### config.mk
export PLATFORM = sky130hd
export DESIGN_NAME = hc_sr_multi_ranger
export DESIGN_NICKNAME = d
export VERILOG_FILES = /design/src/rtl/hc_sr_pkg.sv /design/src/rtl/hc_sr_tick_gen.sv /design/src/rtl/hc_sr_multi_ranger.sv
export SDC_FILE = /design/constraint.sdc
export NUM_CORES = 1
export LEC_CHECK = 0
export CORE_MARGIN = 8
export CORE_UTILIZATION = 35
export CTS_CLUSTER_SIZE = 25
export DETAILED_ROUTE_END_ITERATION = 10
export HOLD_SLACK_MARGIN = 0.03
export PLACE_DENSITY_LB_ADDON = 0.05
export RECOVER_POWER = 25
export SLEW_MARGIN = 20
export SYNTH_ARGS = -nofsm -noshare
export SYNTH_HDL_FRONTEND = slang
export SYNTH_SLANG_ARGS = --single-unit
### constraint.sdc
create_clock -name Clk -period 7.74 [get_ports Clk]
set_input_delay 0.774 -clock Clk [delete_from_list [all_inputs] [get_ports Clk]]
set_output_delay 0.774 -clock Clk [all_outputs]
set_load 0.005 [all_outputs]
### src/rtl/hc_sr_pkg.sv
// Shared types and constants for the multi-channel HC-SR ultrasonic ranger.
// Holds the FSM state encoding, the us-to-mm scaling constants and the channel-index width helper.
package hc_sr_pkg;

  typedef enum logic [2:0] {
    IDLE,
    TRIG,
    WAIT_RISE,
    MEAS,
    GAP
  } state_t;

  // 2810 / 2^14 = 0.17151 mm per us of round-trip echo at 343 m/s
  localparam int unsigned MM_PER_US_NUM   = 2810;
  localparam int unsigned MM_PER_US_SHIFT = 14;

  function automatic int chw(input int n);
    return (n <= 1) ? 1 : $clog2(n);
  endfunction

endpackage

### src/rtl/hc_sr_tick_gen.sv
// Free-running microsecond strobe: one-cycle us_tick every CLK_FREQ_HZ/1e6 clocks, registered output.
// Latency: first tick CLK_FREQ_HZ/1e6 clocks after reset release; no backpressure.
module hc_sr_tick_gen #(
  parameter int unsigned CLK_FREQ_HZ = 50_000_000
) (
  input  logic Clk,
  input  logic Rst,
  output logic us_tick
);

  localparam int unsigned DIV = CLK_FREQ_HZ / 1_000_000;
  localparam int unsigned DW  = (DIV <= 1) ? 1 : $clog2(DIV);

  logic [DW-1:0] div_cnt;

  always_ff @(posedge Clk) begin
    if (Rst) begin
      div_cnt <= '0;
      us_tick <= 1'b0;
    end else if (div_cnt == DW'(DIV - 1)) begin
      div_cnt <= '0;
      us_tick <= 1'b1;
    end else begin
      div_cnt <= div_cnt + 1'b1;
      us_tick <= 1'b0;
    end
  end

endmodule

### src/rtl/hc_sr_multi_ranger.sv
// Round-robin NUM_CH ultrasonic ranger: trigger, echo timing in us, mm conversion, timeout reporting.
// Result strobes one cycle on GAP entry, echo has 2 cycles sync latency; AVG4_EN adds a per-channel 4-deep mean.
module hc_sr_multi_ranger
  import hc_sr_pkg::*;
#(
  parameter int unsigned CLK_FREQ_HZ  = 50_000_000,
  parameter int unsigned NUM_CH       = 4,
  parameter int unsigned TRIG_US      = 10,
  parameter int unsigned RISE_WAIT_US = 5000,
  parameter int unsigned MAX_ECHO_US  = 30000,
  parameter int unsigned GAP_US       = 10000,
  parameter int unsigned DIST_W       = 16,
  localparam int unsigned CHW         = chw(NUM_CH)
) (
  input  logic              Clk,
  input  logic              Rst,
  input  logic              en,
  input  logic [NUM_CH-1:0] echo,
  output logic [NUM_CH-1:0] trig,
  output logic [DIST_W-1:0] dist_mm,
  output logic [CHW-1:0]    dist_ch,
  output logic              dist_valid,
  output logic              dist_timeout
);

  localparam int unsigned M1      = (TRIG_US > RISE_WAIT_US) ? TRIG_US : RISE_WAIT_US;
  localparam int unsigned M2      = (MAX_ECHO_US > GAP_US) ? MAX_ECHO_US : GAP_US;
  localparam int unsigned CNT_MAX = (M1 > M2) ? M1 : M2;
  localparam int unsigned CNT_W   = $clog2(CNT_MAX + 1);
  localparam logic [47:0] DIST_MAX = (48'd1 << DIST_W) - 48'd1;

  state_t            state, state_nxt;
  logic [CNT_W-1:0]  us_cnt, us_cnt_nxt;
  logic [CHW-1:0]    ptr, ptr_nxt;
  logic [NUM_CH-1:0] echo_s1, echo_s2, echo_prev;
  logic              echo_rise, echo_fall;
  logic              us_tick;
  logic              res_load, res_timeout;
  logic [47:0]       prod, quo;
  logic [DIST_W-1:0] raw_mm, res_mm;

  hc_sr_tick_gen #(.CLK_FREQ_HZ(CLK_FREQ_HZ)) u_tick (
    .Clk     (Clk),
    .Rst     (Rst),
    .us_tick (us_tick)
  );

  always_ff @(posedge Clk) begin
    if (Rst) begin
      echo_s1   <= '0;
      echo_s2   <= '0;
      echo_prev <= '0;
    end else begin
      echo_s1   <= echo;
      echo_s2   <= echo_s1;
      echo_prev <= echo_s2;
    end
  end

  // Per-channel edge history, so an echo already high on WAIT_RISE entry is not a rise
  assign echo_rise = echo_s2[ptr] & ~echo_prev[ptr];
  assign echo_fall = ~echo_s2[ptr] & echo_prev[ptr];

  always_comb begin
    prod   = 48'(us_cnt) * 48'(MM_PER_US_NUM);
    quo    = prod >> MM_PER_US_SHIFT;
    raw_mm = (quo > DIST_MAX) ? '1 : quo[DIST_W-1:0];
  end

  always_comb begin
    trig = '0;
    if (state == TRIG) trig[ptr] = 1'b1;
  end

  always_comb begin
    state_nxt   = state;
    us_cnt_nxt  = us_cnt;
    ptr_nxt     = ptr;
    res_load    = 1'b0;
    res_timeout = 1'b0;
    case (state)
      // Leaving IDLE on a tick keeps the trigger pulse aligned to the us grid
      IDLE: begin
        if (en && us_tick) begin
          state_nxt  = TRIG;
          us_cnt_nxt = '0;
        end
      end
      TRIG: begin
        if (us_tick) begin
          if (us_cnt == CNT_W'(TRIG_US - 1)) begin
            state_nxt  = WAIT_RISE;
            us_cnt_nxt = '0;
          end else begin
            us_cnt_nxt = us_cnt + 1'b1;
          end
        end
      end
      WAIT_RISE: begin
        if (echo_rise) begin
          state_nxt  = MEAS;
          us_cnt_nxt = '0;
        end else if (us_tick) begin
          if (us_cnt == CNT_W'(RISE_WAIT_US - 1)) begin
            state_nxt   = GAP;
            us_cnt_nxt  = '0;
            res_load    = 1'b1;
            res_timeout = 1'b1;
          end else begin
            us_cnt_nxt = us_cnt + 1'b1;
          end
        end
      end
      // Falling edge wins over the timeout when both land in the same cycle
      MEAS: begin
        if (echo_fall) begin
          state_nxt  = GAP;
          us_cnt_nxt = '0;
          res_load   = 1'b1;
        end else if (us_cnt == CNT_W'(MAX_ECHO_US)) begin
          state_nxt   = GAP;
          us_cnt_nxt  = '0;
          res_load    = 1'b1;
          res_timeout = 1'b1;
        end else if (us_tick) begin
          us_cnt_nxt = us_cnt + 1'b1;
        end
      end
      GAP: begin
        if (us_tick) begin
          if (us_cnt == CNT_W'(GAP_US - 1)) begin
            ptr_nxt    = (ptr == CHW'(NUM_CH - 1)) ? '0 : ptr + 1'b1;
            state_nxt  = en ? TRIG : IDLE;
            us_cnt_nxt = '0;
          end else begin
            us_cnt_nxt = us_cnt + 1'b1;
          end
        end
      end
      default: state_nxt = IDLE;
    endcase
  end

`ifdef AVG4_EN
  localparam int unsigned SUM_W       = DIST_W + 2;
  localparam int unsigned RECIP_SHIFT = DIST_W + 4;
  // Reciprocals of 1..4 scaled by 2^RECIP_SHIFT; the divide-by-3 entry is rounded up so it stays exact over the sum range
  localparam logic [63:0] RECIP1 = 64'd1 << RECIP_SHIFT;
  localparam logic [63:0] RECIP2 = 64'd1 << (RECIP_SHIFT - 1);
  localparam logic [63:0] RECIP3 = ((64'd1 << RECIP_SHIFT) + 64'd2) / 64'd3;
  localparam logic [63:0] RECIP4 = 64'd1 << (RECIP_SHIFT - 2);

  logic [DIST_W-1:0] hist     [NUM_CH][4];
  logic [2:0]        hist_cnt [NUM_CH];
  logic [1:0]        hist_wr  [NUM_CH];
  logic [SUM_W-1:0]  hist_sum;
  logic [2:0]        fill_nxt;
  logic [63:0]       recip_sel, mean_prod;

  always_comb begin
    hist_sum = SUM_W'(raw_mm);
    for (int i = 0; i < 4; i++) begin
      if (2'(i) != hist_wr[ptr]) hist_sum = hist_sum + SUM_W'(hist[ptr][i]);
    end
    fill_nxt = (hist_cnt[ptr] == 3'd4) ? 3'd4 : hist_cnt[ptr] + 3'd1;
    case (fill_nxt)
      3'd1:    recip_sel = RECIP1;
      3'd2:    recip_sel = RECIP2;
      3'd3:    recip_sel = RECIP3;
      default: recip_sel = RECIP4;
    endcase
    mean_prod = 64'(hist_sum) * recip_sel;
    res_mm    = DIST_W'(mean_prod >> RECIP_SHIFT);
  end

  always_ff @(posedge Clk) begin
    if (Rst) begin
      for (int c = 0; c < NUM_CH; c++) begin
        hist_cnt[c] <= '0;
        hist_wr[c]  <= '0;
        for (int j = 0; j < 4; j++) hist[c][j] <= '0;
      end
    end else if (res_load && !res_timeout) begin
      hist[ptr][hist_wr[ptr]] <= raw_mm;
      hist_wr[ptr]            <= hist_wr[ptr] + 2'd1;
      hist_cnt[ptr]           <= fill_nxt;
    end
  end
`else
  assign res_mm = raw_mm;
`endif

  always_ff @(posedge Clk) begin
    if (Rst) begin
      state        <= IDLE;
      us_cnt       <= '0;
      ptr          <= '0;
      dist_mm      <= '0;
      dist_ch      <= '0;
      dist_valid   <= 1'b0;
      dist_timeout <= 1'b0;
    end else begin
      state      <= state_nxt;
      us_cnt     <= us_cnt_nxt;
      ptr        <= ptr_nxt;
      dist_valid <= res_load;
      if (res_load) begin
        dist_ch      <= ptr;
        dist_timeout <= res_timeout;
        dist_mm      <= res_timeout ? '0 : res_mm;
      end
    end
  end

endmodule

==> reports/metrics.cfg <==
[die]
start_util_pct = 35.7
num_io_pins = 31
dieArea_um2 = 22900
die_h_um = 151
core_um2 = 18000
rows = 49
fp.dieW_um = 151

[synth]
synth-async-reset-ratio_pct = 0
yosysWarnings = 0
synth_top_area_share_pct = 22.5
synth-seq-cells = 56
netlist_area_um2 = 6420
synthTopCellsByArea = fa_1, ha_1, dfxtp_1
syn-mean-instance-area_um2 = 9.25
yosys.area.top_type = fa_1
synth_ff_type = dfxtp_1
syn_inst = 694
synth-edff-count = 0
ys_seq_area_share_pct = 17.5
synth_cell_type_count = 59

[sta]
slew_headroom_pct = 22.5
max_freq_mhz = 181
hold_violations = 0
slew_violations = 0
setup_violations = 0
setup_tns_ps = 0
fin_skew_ps = 6.42
worst_hold_slack_ps = 441
rsz0062_at_grt = false
tightest_slew_ps = 1160
fin_crit_ps = 5510
finalCritPeriodShare_pct = 71.2

[setup_path]
critPathLaunchType = flop
crit_arrival_ps = 5710
crit_buf_inv = 2
crit_type = reg -> reg
worstSetupEndpointType = flop
reg2regPathDepth = 15
max_stage_delay_ps = 700
critical_path_depth = 15
slowest_stage = dfxtp_1
critical-path-top-delay-family = adder cells
cp.required_ps = 7930
r2r-start = us_cnt[6]$_SDFFE_PP0P_
reg2reg_slack_ps = 2230
reg2reg_to = dist_mm[10]$_SDFFE_PP0P_
cp_cell_sequence = fa_1 -> fa_1 -> inv_1 -> fa_1 -> inv_1 -> fa_1 -> fa_1 -> ha_1 -> a211oi_1 -> nor2_1 -> a211oi_1 -> o21ai_0 -> a21oi_1 -> nor3_1 -> a221o_1
critPathMaxFanout = 11
crit_path_frequent_cell = fa_1
critPathCapture = dist_mm[10]$_SDFFE_PP0P_
cp-startpoint = us_cnt[6]$_SDFFE_PP0P_

[cts]
htree_levels = 2
clk_pin_slew_worst_paths_ps = 80
cts_tree = built
cts_buffer_depth = 2
clock-sinks = 56
clock_latency_ps = 310
numCtsBuffers = 5
cts_resized = 0
post_cts_buffers = 0
hold_buffers = 0
cts.root.buffer_cell = clkbuf_16

[finish]
seqCellArea_um2 = 1120
fin_nets = 904
diodes = 0
areaGrowthSynthToFinish_pct = 9.90
multi_input_area_um2 = 4640
drive_gt1_share_pct = 4.06
fillers = 1850
fin_area_um2 = 7060

[grt]
grt_max_degree = 27
antenna_found_initial = 0
grtUsageTotal_pct = 14.0
grt_overflow_total = 0
grt_pass1_vias = 4839
grt_pass1_wl_um = 25100

[route]
wl_per_cell_um = 15.5
drc = 0
vias_per_cell = 4.80
wl_um = 14600
ant_nets = 0
vias = 4531
drtIter0Drc = 173
drt_pass1_iterations = 4

[placement]
port_buffers = 27
placed_area_um2 = 6900
dp_hpwl_um = 12100
place_congestion = 0.795

[worst_hold_path]
min_path_type = reg -> reg

[flow_run]
maxCapViolCount = 0

[pwr]
ir_worst_vdd_uv = 86.2
power.density_nw_per_um2 = 78.2
p_leak_nw = 3.50

[status]
status = complete, no violations

## per-layer routing
metal | wire length, um | vias to the layer above | GRT usage (%)
li1 | - | 2277 | -
met1 | 6850 | 2191 | 18.4
met2 | 6930 | 51 | 22.6
met3 | 594 | 12 | 3.29
met4 | 206 | 0 | 3.41
met5 | 0 | - | 0
## cells in the mapped netlist (all sizes together) (4+ instances only)
| library cell | n |
|---|---|
| inv | 152 |
| ha | 112 |
| fa | 72 |
| dfxtp | 56 |
| nor2 | 41 |
| a21oi | 31 |
| nand2 | 30 |
| o21ai | 22 |
| nand3 | 17 |
| nor2b | 15 |
| xnor2 | 15 |
| clkbuf | 13 |
| nor3 | 11 |
| a21o | 9 |
| xor2 | 9 |
| nand4 | 8 |
| nor4 | 7 |
| a211oi | 6 |
| buf | 6 |
| and2 | 5 |
| and3 | 5 |
| mux2i | 5 |
| or3 | 5 |
| o21bai | 4 |
## layout make-up
class	instances	area share [%]
repair buffers	29	3.99
inverters	152	8.09
clock inverters	3	0.390
multi-input cells	469	65.8
flip-flops and latches	56	15.9
well taps	229	4.06
clock buffers	5	1.77
## how the worst min path moves through the flow
stage,cells after the start,slack (ps),to,from
after floorplan,1,410,echo_s2[0]$_SDFF_PP0_,echo_s1[0]$_SDFF_PP0_
after global placement,1,420,echo_s2[2]$_SDFF_PP0_,echo_s1[2]$_SDFF_PP0_
after detailed placement,1,420,echo_s2[0]$_SDFF_PP0_,echo_s1[0]$_SDFF_PP0_
after CTS,1,440,echo_s2[2]$_SDFF_PP0_,echo_s1[2]$_SDFF_PP0_
after global routing,1,460,echo_s2[0]$_SDFF_PP0_,echo_s1[0]$_SDFF_PP0_
final,1,440,echo_s2[1]$_SDFF_PP0_,echo_s1[1]$_SDFF_PP0_
## report_power, final
| group | total [mW] | switching (mW) | internal, mW |
|---|---|---|---|
| clock | 0.242 | 0.119 | 0.123 |
| combinational | 0.0162 | 0.00958 | 0.00659 |
| sequential | 0.293 | 0.00186 | 0.292 |
| total | 0.552 | 0.130 | 0.421 |
## cells by family after synthesis
| logic type | count (synthesis) | synth area share, % |
|---|---|---|
| AOI/OAI and AO/OA | 96 | 10.3 |
| xor gates and xnor gates | 24 | 3.27 |
| adders and majority gates | 184 | 44.3 |
| buffers and inverters | 171 | 10.3 |
| DFF | 56 | 17.5 |
| muxes | 7 | 1.48 |
| other | 1 | 0.0584 |
| and+or+nand+nor | 155 | 12.8 |
## state kept, by name, summed over array words and instances (netlist names)
name            flops
dist_ch             2
dist_mm            13
dist_timeout        1
dist_valid          1
echo_prev           4
echo_s1             4
echo_s2             4
ptr                 2
state               3
u_tick.div_cnt      6
u_tick.us_tick      1
us_cnt             15
## placed cells by master, fill, tap and decap left out, types with 3 or more instances in the layout
| cell | count |
|---|---|
| mux2i_1 | 5 |
| a21o_1 | 9 |
| a211oi_1 | 4 |
| nand3_1 | 16 |
| nor3_2 | 3 |
| inv_1 | 152 |
| o21bai_1 | 4 |
| nor2b_1 | 14 |
| xor2_1 | 9 |
| ha_1 | 112 |
| clkdlybuf4s50_1 | 21 |
| nand2_1 | 30 |
| or3_1 | 5 |
| nand4_1 | 8 |
| and2_1 | 5 |
| nor2_1 | 39 |
| conb_1 | 3 |
| nor4_1 | 6 |
| and3_1 | 5 |
| xnor2_1 | 15 |
| a21oi_1 | 30 |
| dlygate4sd3_1 | 6 |
| nor3_1 | 8 |
| clkbuf_16 | 5 |
| dfxtp_1 | 56 |
| o21ai_0 | 22 |
| fa_1 | 72 |
## stage by stage
stage / utilization, % / instances / power, mW / setup WS (ps)
CTS: 39.3 / 942 / 0.566 / 2200
global placement: 38.4 / 934 / 0.317 / 2350
detailed placement: 38.4 / 934 / 0.317 / 2250
global route: 39.3 / 943 / 0.578 / 1890
floorplan: - / 696 / 0.312 / 2890
finish: 39.3 / 943 / 0.552 / 2230
No activity file was read; power rests on OpenSTA's default activity.
